==> config.mk <==
export PLATFORM = sky130hd
export DESIGN_NAME = hamm_chan_inject
export DESIGN_NICKNAME = d
export VERILOG_FILES = /design/src/rtl/hamm_inj_pkg.sv /design/src/rtl/hamm_chan_inject_lfsr16.sv /design/src/rtl/hamm_chan_inject.sv
export SDC_FILE = /design/constraint.sdc
export NUM_CORES = 1
export LEC_CHECK = 0
export CORE_UTILIZATION = 51
export CTS_CLUSTER_SIZE = 30
export DETAILED_ROUTE_END_ITERATION = 10
export GPL_TIMING_DRIVEN = 1
export PLACE_DENSITY = 0.85
export SLEW_MARGIN = 20
export SYNTH_ARGS = -nofsm -noshare
export SYNTH_HDL_FRONTEND = slang
export SYNTH_SLANG_ARGS = --single-unit
==> constraint.sdc <==
create_clock -name clk -period 2.5 [get_ports clk]
set_input_delay 0.25 -clock clk [delete_from_list [all_inputs] [get_ports clk]]
set_output_delay 0.25 -clock clk [all_outputs]
set_load 0.05 [all_outputs]
==> src/rtl/hamm_inj_pkg.sv <==
// Shared types and helpers for the Hamming(16,11) channel-noise injector.
// Optional log feature: define HAMM_INJ_LOG_EN.
package hamm_inj_pkg;

  localparam logic [15:0] LFSR_DEFAULT_SEED = 16'hACE1;
  // Taps x^16+x^14+x^13+x^11+1 -> state bits 15,13,12,10
  localparam logic [15:0] LFSR_TAPS = 16'hB400;

`ifdef HAMM_INJ_LOG_EN
  localparam int unsigned CYC_PER_WORD = 6;
`else
  localparam int unsigned CYC_PER_WORD = 4;
`endif

  typedef enum logic [3:0] {
    IDLE,
    ARM,
    RD_LO,
    RD_HI,
    WR_LO,
    WR_HI,
`ifdef HAMM_INJ_LOG_EN
    LOG_A,
    LOG_B,
`endif
    DONE
  } state_t;

  typedef enum logic [1:0] {
    RAND   = 2'd0,
    NONE   = 2'd1,
    SINGLE = 2'd2,
    DOUBLE = 2'd3
  } inj_mode_t;

  // Second flip position; a zero offset is bumped to 1 so pos2 never equals pos1
  function automatic logic [3:0] flip_pos2(logic [7:0] s_lo);
    logic [3:0] off;
    off = (s_lo[7:4] == 4'd0) ? 4'd1 : s_lo[7:4];
    return 4'(s_lo[3:0] + off);
  endfunction

  // Number of flips for this word; forced modes override only the count
  function automatic logic [1:0] flip_count(logic [1:0] s_top, inj_mode_t mode);
    logic [1:0] cnt;
    case (mode)
      NONE:    cnt = 2'd0;
      SINGLE:  cnt = 2'd1;
      DOUBLE:  cnt = 2'd2;
      default: cnt = (s_top == 2'b00) ? 2'd0 : ((s_top == 2'b11) ? 2'd2 : 2'd1);
    endcase
    return cnt;
  endfunction

  // XOR mask built from the selected positions and count
  function automatic logic [15:0] flip_mask(logic [3:0] pos1, logic [3:0] pos2, logic [1:0] cnt);
    logic [15:0] m1;
    logic [15:0] m2;
    m1 = 16'(1) << pos1;
    m2 = 16'(1) << pos2;
    case (cnt)
      2'd0:    return 16'h0000;
      2'd1:    return m1;
      default: return m1 | m2;
    endcase
  endfunction

endpackage

==> src/rtl/hamm_chan_inject_lfsr16.sv <==
// 16-bit Fibonacci LFSR with zero-seed substitution.
module lfsr16
  import hamm_inj_pkg::*;
(
  input  logic        clk,
  input  logic        load,
  input  logic        step,
  input  logic [15:0] seed_in,
  output logic [15:0] state
);

  // Load has priority; a zero seed would lock the LFSR, so substitute the default
  always_ff @(posedge clk) begin
    if (load) begin
      state <= (seed_in == 16'h0000) ? LFSR_DEFAULT_SEED : seed_in;
    end else if (step) begin
      state <= {state[14:0], ^(state & LFSR_TAPS)};
    end
  end

endmodule

==> src/rtl/hamm_chan_inject.sv <==
// Channel-noise stage: copies encoded words SRC->DST, XORing 0/1/2 bit flips.
// Optional per-word injection log: define HAMM_INJ_LOG_EN.
module hamm_chan_inject
  import hamm_inj_pkg::*;
#(
  parameter int unsigned SRC_BASE = 30,
  parameter int unsigned DST_BASE = 64,
  parameter int unsigned NWORDS   = 15,
  parameter int unsigned LOG_BASE = 224
) (
  input  logic        clk,
  input  logic        reset,
  input  logic        req,
  input  logic [15:0] seed,
  input  logic [1:0]  inj_mode,
  output logic        ack,
  output logic [7:0]  MemAdr,
  output logic [7:0]  DatIn,
  input  logic [7:0]  DatOut,
  output logic        ReadEn,
  output logic        WriteEn,
  output logic [5:0]  flips_total
);

  localparam int unsigned IDX_W = 8;

  // Bases are byte addresses on an 8-bit bus; the index must not overflow IDX_W
  if (SRC_BASE > 255 || DST_BASE > 255 || LOG_BASE > 255 || NWORDS == 0 || NWORDS > 127) begin : g_bad_param
    $error("hamm_chan_inject: bad address or word-count parameter");
  end

  state_t           state;
  inj_mode_t        mode_q;
  logic [IDX_W-1:0] idx;
  logic [7:0]       lo;
  logic [7:0]       hi;
  logic [15:0]      lfsr_state;

  logic             lfsr_load_c;
  logic             lfsr_step_c;
  logic [15:0]      lfsr_seed_c;
  logic             lfsr_unused_c;
  logic [3:0]       pos1_c;
  logic [3:0]       pos2_c;
  logic [1:0]       cnt_c;
  logic [15:0]      mask_c;
  logic [IDX_W-1:0] idx_inc_c;
  logic [7:0]       src_adr_c;
  logic [7:0]       dst_adr_c;

  // Reset and arm both (re)load the LFSR; it advances once per finished word
  assign lfsr_load_c = reset | req;
  assign lfsr_seed_c = reset ? 16'h0000 : seed;
  assign lfsr_step_c = !reset && !req && (state == WR_HI);

  lfsr16 u_lfsr (
    .clk     (clk),
    .load    (lfsr_load_c),
    .step    (lfsr_step_c),
    .seed_in (lfsr_seed_c),
    .state   (lfsr_state)
  );

  // Flip selection from the current LFSR state
  assign lfsr_unused_c = ^lfsr_state[13:8];
  assign pos1_c = lfsr_state[3:0];
  assign pos2_c = flip_pos2(lfsr_state[7:0]);
  assign cnt_c  = flip_count(lfsr_state[15:14], mode_q);
  assign mask_c = flip_mask(pos1_c, pos2_c, cnt_c);

  // Word addresses wrap mod 256
  assign idx_inc_c = idx + IDX_W'(1);
  assign src_adr_c = 8'(SRC_BASE + 2 * 32'(idx));
  assign dst_adr_c = 8'(DST_BASE + 2 * 32'(idx));

`ifdef HAMM_INJ_LOG_EN
  logic [7:0] log_adr_c;
  logic [1:0] log_cnt;
  assign log_adr_c = 8'(LOG_BASE + 2 * 32'(idx));
`else
  logic [7:0] src_nxt_adr_c;
  assign src_nxt_adr_c = 8'(SRC_BASE + 2 * 32'(idx_inc_c));
`endif

  // Control FSM with registered bus outputs
  always_ff @(posedge clk) begin
    if (reset) begin
      state       <= IDLE;
      mode_q      <= RAND;
      idx         <= '0;
      lo          <= '0;
      hi          <= '0;
      ack         <= 1'b0;
      MemAdr      <= '0;
      DatIn       <= '0;
      ReadEn      <= 1'b0;
      WriteEn     <= 1'b0;
      flips_total <= '0;
`ifdef HAMM_INJ_LOG_EN
      log_cnt     <= '0;
`endif
    end else if (req) begin
      state       <= ARM;
      mode_q      <= inj_mode_t'(inj_mode);
      idx         <= '0;
      ack         <= 1'b0;
      ReadEn      <= 1'b0;
      WriteEn     <= 1'b0;
      flips_total <= '0;
    end else begin
      ReadEn  <= 1'b0;
      WriteEn <= 1'b0;
      case (state)
        ARM: begin
          state  <= RD_LO;
          MemAdr <= src_adr_c;
          ReadEn <= 1'b1;
        end
        RD_LO: begin
          lo     <= DatOut;
          state  <= RD_HI;
          MemAdr <= 8'(MemAdr + 8'd1);
          ReadEn <= 1'b1;
        end
        RD_HI: begin
          hi      <= DatOut;
          state   <= WR_LO;
          MemAdr  <= dst_adr_c;
          DatIn   <= lo ^ mask_c[7:0];
          WriteEn <= 1'b1;
        end
        WR_LO: begin
          state   <= WR_HI;
          MemAdr  <= 8'(MemAdr + 8'd1);
          DatIn   <= hi ^ mask_c[15:8];
          WriteEn <= 1'b1;
        end
        WR_HI: begin
          flips_total <= 6'(flips_total + 6'(cnt_c));
          idx         <= idx_inc_c;
`ifdef HAMM_INJ_LOG_EN
          state   <= LOG_A;
          MemAdr  <= log_adr_c;
          DatIn   <= {pos2_c, pos1_c};
          WriteEn <= 1'b1;
          log_cnt <= cnt_c;
`else
          if (idx_inc_c == IDX_W'(NWORDS)) begin
            state <= DONE;
            ack   <= 1'b1;
          end else begin
            state  <= RD_LO;
            MemAdr <= src_nxt_adr_c;
            ReadEn <= 1'b1;
          end
`endif
        end
`ifdef HAMM_INJ_LOG_EN
        LOG_A: begin
          state   <= LOG_B;
          MemAdr  <= 8'(MemAdr + 8'd1);
          DatIn   <= {6'b0, log_cnt};
          WriteEn <= 1'b1;
        end
        LOG_B: begin
          if (idx == IDX_W'(NWORDS)) begin
            state <= DONE;
            ack   <= 1'b1;
          end else begin
            state  <= RD_LO;
            MemAdr <= src_adr_c;
            ReadEn <= 1'b1;
          end
        end
`endif
        DONE: begin
          ack <= 1'b1;
        end
        default: begin
          state <= IDLE;
        end
      endcase
    end
  end

endmodule

Word level (Yosys, flattened, before mapping). Cells that the tools add are included.

Input port bits: 29. Memory bits (read-only): 0. Latch bits: 0. Memories: 0. Word-level logic and storage cells: 84. RAM bits: 0. Output and inout port bits: 25. Bits in registers: 71.

Div/mod/pow operators: 0. Reductions and logical operators: 22. Multiply operators: 0. Equal/unequal tests: 15. Magnitude comparators: 0. Add/sub/neg operators: 7. Shifts and indexed selects: 2. Multiplexer cells: 20. Bitwise logic cells: 5.

Operators by type and width (number): $mux 16 (4); $pmux 16 s2 (1); $pmux 8 s4 (1); $shl 1x4->16 const A (2); $pmux 4 s6 (1); $add 5x8->8 const A (2); $add 8x1->8 const B (2); $logic_not 16->1 (1); $or 16x16->16 (1); $pmux 8 s2 (1); $reduce_xor 16->1 (1); $xor 8x8->8 (2); $eq 4x3->1 const B (3); $add 7x8->8 const A (1); $eq 4x2->1 const B (2); $eq 8x4->1 const B (1); $mux 8 (1); $reduce_and 2->1 (4); $reduce_or 2->1 (4); $add 6x2->6 (1); $eq 2x2->1 const B (3); $pmux 2 s3 (1); $reduce_bool 2->1 (3); $add 4x4->4 (1); 17 further kinds (27).

Logic depth before layout (Yosys ltp). Gate-level depths: netlist (run 1).

Word-level depth: 8. Gate-level depth with buffers: 12. Depth with buffers taken out: 11.

By module. From an unflattened synthesis (run 1), not the netlist that was laid out.

Cells, all modules: 504. Area total of the unflattened synthesis: 4295.4 um^2.

Modules (own cells, without submodules): hamm_chan_inject (area an instance 3545.9 um^2, cells an instance 461, seq. area each 1081.0 um^2, instances 1); lfsr16 (area an instance 749.5 um^2, cells an instance 43, seq. area each 480.5 um^2, instances 1).

Least setup slack after synthesis (run 1). Ideal clock, no wire load.

Kind: register -> register. From: register u_lfsr.state[7]. To: register DatIn[7]. Cell stages (with the launch flop): 11. Path slack: 0.093 ns. Buffers on the path: 0. Data required time: 2.414 ns. Library setup time: 0.086 ns. Arrival time: 2.321 ns. Path through: edfxtp_1 > nor3_1 > or2_2 > ha_1 > inv_1 > fa_1 > xor2_1 > nor2_1 > nand3_1 > mux2_2 > a211oi_1.

Cells in the longest elaborated chain, start to end: 8.

Ends and longest elaborated chain: start, declared (line hamm_chan_inject_lfsr16.sv:9) `output logic [15:0] state`; start signal, assigned (line hamm_chan_inject_lfsr16.sv:15) `state <= (seed_in == 16'h0000) ? LFSR_DEFAULT_SEED : seed_in;`; start signal, assigned (line hamm_chan_inject_lfsr16.sv:17) `state <= {state[14:0], ^(state & LFSR_TAPS)};`; $logic_not 4->1 (line hamm_inj_pkg.sv:39) `off = (s_lo[7:4] == 4'd0) ? 4'd1 : s_lo[7:4];`; $mux 4 (*) (line hamm_inj_pkg.sv:39); $add 4x4->4 (*) (line hamm_inj_pkg.sv:40) `return 4'(s_lo[3:0] + off);`; $shl 1x4->16 (*) (line hamm_inj_pkg.sv:60) `m2 = 16'(1) << pos2;`; $or 16x16->16 (*) (line hamm_inj_pkg.sv:64) `default: return m1 | m2;`; $pmux 16 s2 (*) (line hamm_inj_pkg.sv:61) `case (cnt)`; $xor 8x8->8 (on tied branches) (line hamm_chan_inject.sv:135, hamm_chan_inject.sv:129); $pmux 8 s2 (*) (line hamm_chan_inject.sv:113) `case (state)`; end signal, assigned (line hamm_chan_inject.sv:129) `DatIn <= lo ^ mask_c[7:0];`; end signal, assigned (line hamm_chan_inject.sv:135) `DatIn <= hi ^ mask_c[15:8];`; end, declared (line hamm_chan_inject.sv:18) `output logic [7:0] DatIn,`.

Every way passes the cells marked *; elsewhere a longest branch is shown, timed or not. A chain may end at the register's enable or synchronous reset.

Worst setup path in the final report (run 1).
From: register u_lfsr.state[6]. To: register DatIn[1].

Same word-level chain as after synthesis.

==> flow_metrics.py, run 1 <==
metrics = {
    "outcome": {
        "status": "completed",
    },
    "global_routing": {
        "grt_pass1_vias": 4016,
        "grtUsageTotal_pct": 28.5,
        "grt_first_pass_wirelength_microns": 19500,
        "grt_max_degree": 23,
        "overflow": 0,
        "antenna_found_initial": 0,
    },
    "critical_path": {
        "crit_type": "register to register",
        "startpoint": "u_lfsr.state[6]",
        "worstReg2RegEnd": "DatIn[1]",
        "path_cells": "nor3_1, or2_2, ha_1, inv_1, fa_2, xor2_2, nor2b_2, buf_4, nand4_1, mux2_2, o211a_1",
        "end_kind": "register",
        "setup.worst_path.end": "DatIn[1]",
        "start_kind": "register",
        "ff2ff_path_depth": 11,
        "r2r_start": "u_lfsr.state[6]",
        "critPathBufInv": 2,
        "path_depth": 11,
        "r2r_slack_ns": 0.04,
        "crit_path_top_delay_cell": "edfxtp_1",
        "arrival_ns": 2.71,
        "path_max_fanout": 6,
        "crit_family": "simple AND/OR/NAND/NOR gates",
        "critical-path-max-stage-delay_ns": 0.42,
        "worstPathRequired_ns": 2.74,
    },
    "synth": {
        "synth_cell_types": 68,
        "synth_edf_count": 16,
        "netlist_area_sq_um": 4370,
        "syn_inst": 526,
        "yosysWarningCount": 0,
        "synthArstFlopShare_pct": 0,
        "syn_avg_cell_area_sq_um": 8.30,
        "ys_ff_latch": 70,
        "syn-num-nets": 568,
        "ys_seq_area_share_pct": 35.7,
        "synth_ff_type": "dfxtp_1",
    },
    "cts": {
        "cts_buffers": 9,
        "cts_max_path_buffers": 2,
        "holdBufCountCts": 0,
        "path_clk_slew_ns": 0.08,
        "cts.sinks": 70,
        "cts_root_buf": "clkbuf_8",
        "cts_max_level": 3,
        "clk_latency_ns": 0.35,
        "cts_tree": "yes",
    },
    "pwr": {
        "p_int_mw": 1.82,
        "p_switching_uw": 846,
        "power_frac_comb_pct": 23.2,
        "powerDensity_nw_per_um2": 493,
        "ir_drop_uv": 280,
        "p_leak_nw": 2.08,
        "swShare_pct": 31.7,
        "p_clk_share_pct": 29.8,
        "seqPwrFrac_pct": 47.0,
    },
    "placed_design": {
        "place_congestion": 0.965,
        "port_buffers": 53,
        "dp_slack_ns": 0.0120,
        "hpwlAfterDp_microns": 8900,
    },
    "final_layout": {
        "fin_nets": 638,
        "layout-drive-gt1-share_pct": 13.5,
        "fin_util_pct": 65.4,
        "synthToLayoutAreaGrowth_pct": 23.7,
        "fillers": 714,
        "diodes": 0,
    },
    "floorplanning": {
        "fp.dieH_microns": 94.5,
        "rows": 33,
        "die_x_microns": 94.5,
        "die-area_sq_um": 8940,
        "pin_count": 54,
        "initial_utilization_pct": 52.9,
        "core_area_sq_um": 8260,
    },
    "timing": {
        "holdWs_ns": 0.473,
        "fin_crit_ns": 2.46,
        "layout_setup_ws_ns": 0.0378,
        "finalCritPeriodShare_pct": 98.5,
        "skew_ns": 0.00827,
        "finalMaxSlewViolations": 0,
        "hold_viol": 0,
        "fmax_mhz": 406,
        "setup_violations": 0,
        "slew_headroom_pct": 54.4,
        "worstMarginPinSlew_ns": 0.682,
    },
    "run": {
        "cap_violations": 0,
    },
    "route": {
        "wl_microns": 12500,
        "routedWlPerCell_microns": 17.7,
        "drc_errors": 0,
        "antenna_left": 0,
        "drtIter0Drc": 384,
        "avgViaCountPerCell": 6.17,
        "vias": 4353,
        "dr.pass1.iters": 8,
    },
    "hold_path": {
        "hp-class": "primary input to register",
        "hold_start": "DatOut[2]",
    },
}
-- worst min-delay path: cells and delay by family --
family,cells,cell delay [ns]
and+or+nand+nor,1,0.06
AOI/OAI and AO/OA,1,0.05
buffers and inverters,1,0.42
-- metal layers --
metal  vias to the layer above  track usage, %  wire [microns]
met5                         -               0               0
met1                      2071            36.9            5160
met3                        29            3.86             852
met4                         0            12.8             273
met2                       195            47.1            6190
li1                       2058               -               -
-- flip-flops by register name, summed over array words and instances, names as in the netlist --
| name | flops |
|---|---|
| u_lfsr.state | 16 |
| DatIn | 8 |
| MemAdr | 8 |
| hi | 8 |
| idx | 8 |
| lo | 8 |
| flips_total | 6 |
| state | 3 |
| mode_q | 2 |
| ReadEn | 1 |
| WriteEn | 1 |
| ack | 1 |
-- kinds of logic after synthesis --
logic type,after synthesis,share of synthesized area (%)
and+or+nand+nor,206,23.2
DFF,70,35.7
xor gates and xnor gates,25,5.01
muxes,25,5.81
buffers and inverters,48,4.70
adders and majority gates,13,4.07
AOI/OAI and AO/OA,139,21.5
-- layout by cell type, fill, tap and decap left out, types with 5 or more instances in the layout --
cell	n
buf_4	39
nor2b_1	5
dfxtp_1	52
inv_1	14
nand3_1	20
xnor2_1	11
o21ai_0	18
a22o_1	7
a311o_1	8
nand2_1	58
nor4_1	6
a31oi_1	19
nor2_1	50
and2_1	5
and3_1	9
nor3_1	10
mux2i_1	22
o211a_1	8
nand4_1	10
nand2b_1	11
ha_1	10
xor2_1	12
clkdlybuf4s50_1	53
clkbuf_8	9
edfxtp_1	16
a21oi_1	45
-- area by class of cell --
class                      count  area [sq um]  area share (%)
inverter                      14          52.6           0.973
multi-input combinational    408          2670            49.4
sequential                    70          1560            28.9
timing repair buffer          93           828            15.3
clock buffer                  12           135            2.50
tap                          105           131            2.43
clock inverter                 4          23.8           0.440
-- power groups by stage --
stage          sequential (mW)  clock [mW]  combinational (mW)
4_1_cts                   1.25       0.805               0.574
2_1_floorplan             1.31           0               0.319
6_report                  1.25       0.793               0.620
3_5_place_dp              1.28           0               0.571
3_3_place_gp              1.27           0               0.557
5_1_grt                   1.26       0.851               0.666
-- per-stage QoR --
step | total power, mW | setup TNS (ns) | cells | area (sq um)
after floorplan | 1.63 | 0 | 526 | 4370
after global placement | 1.83 | 0 | 686 | 5150
after detailed placement | 1.85 | 0 | 686 | 5150
after CTS | 2.63 | -0.00362 | 702 | 5310
after global routing | 2.77 | -0.0779 | 706 | 5400
final | 2.67 | 0 | 706 | 5400
-- cell usage after synthesis (all sizes together) (9+ instances only) --
| library cell | instances | area share (%) |
|---|---|---|
| nand2 | 58 | 5.0 |
| dfxtp | 54 | 25 |
| nor2 | 52 | 4.5 |
| a21oi | 48 | 5.6 |
| mux2i | 22 | 5.0 |
| clkbuf | 21 | 1.8 |
| nand3 | 20 | 2.3 |
| a31oi | 19 | 2.7 |
| o21ai | 19 | 2.2 |
| edfxtp | 16 | 11 |
| inv | 14 | 1.2 |
| xor2 | 14 | 2.8 |
| buf | 13 | 1.7 |
| ha | 11 | 3.2 |
| nand2b | 11 | 1.6 |
| nor3 | 11 | 1.4 |
| xnor2 | 11 | 2.2 |
| nand4 | 10 | 1.4 |
| and3 | 9 | 1.3 |
-- what timing repair did --
| item | in CTS | in global routing |
|---|---|---|
| setup endpoints to repair | 1 | 15 |
| gates cloned | 0 | 1 |
| gates resized for setup | 0 | 18 |
| pin swaps | 0 | 1 |
| setup buffers | 0 | 3 |
-- worst min path at each step --
stage | slack [ns] | cells past startpoint | endpoint
global route | 0.48 | 3 | lo[4]
finish | 0.47 | 3 | hi[2]
global placement | 0.47 | 2 | lo[1]
CTS | 0.46 | 3 | hi[2]
detailed placement | 0.48 | 2 | hi[2]
floorplan | 0.39 | 2 | hi[0]
(Power assumes the default switching activity.)
==> run 2, diff against run 1 <==
--- a/config.mk
+++ b/config.mk
@@ -10,6 +10,7 @@
 export DETAILED_ROUTE_END_ITERATION = 10
 export GPL_TIMING_DRIVEN = 1
 export PLACE_DENSITY = 0.85
+export SKIP_CTS_REPAIR_TIMING = 1
 export SLEW_MARGIN = 20
 export SYNTH_ARGS = -nofsm -noshare
 export SYNTH_HDL_FRONTEND = slang
==> results of run 2 <==
No change in the layout: final DEF, timing and power equal those of run 1.
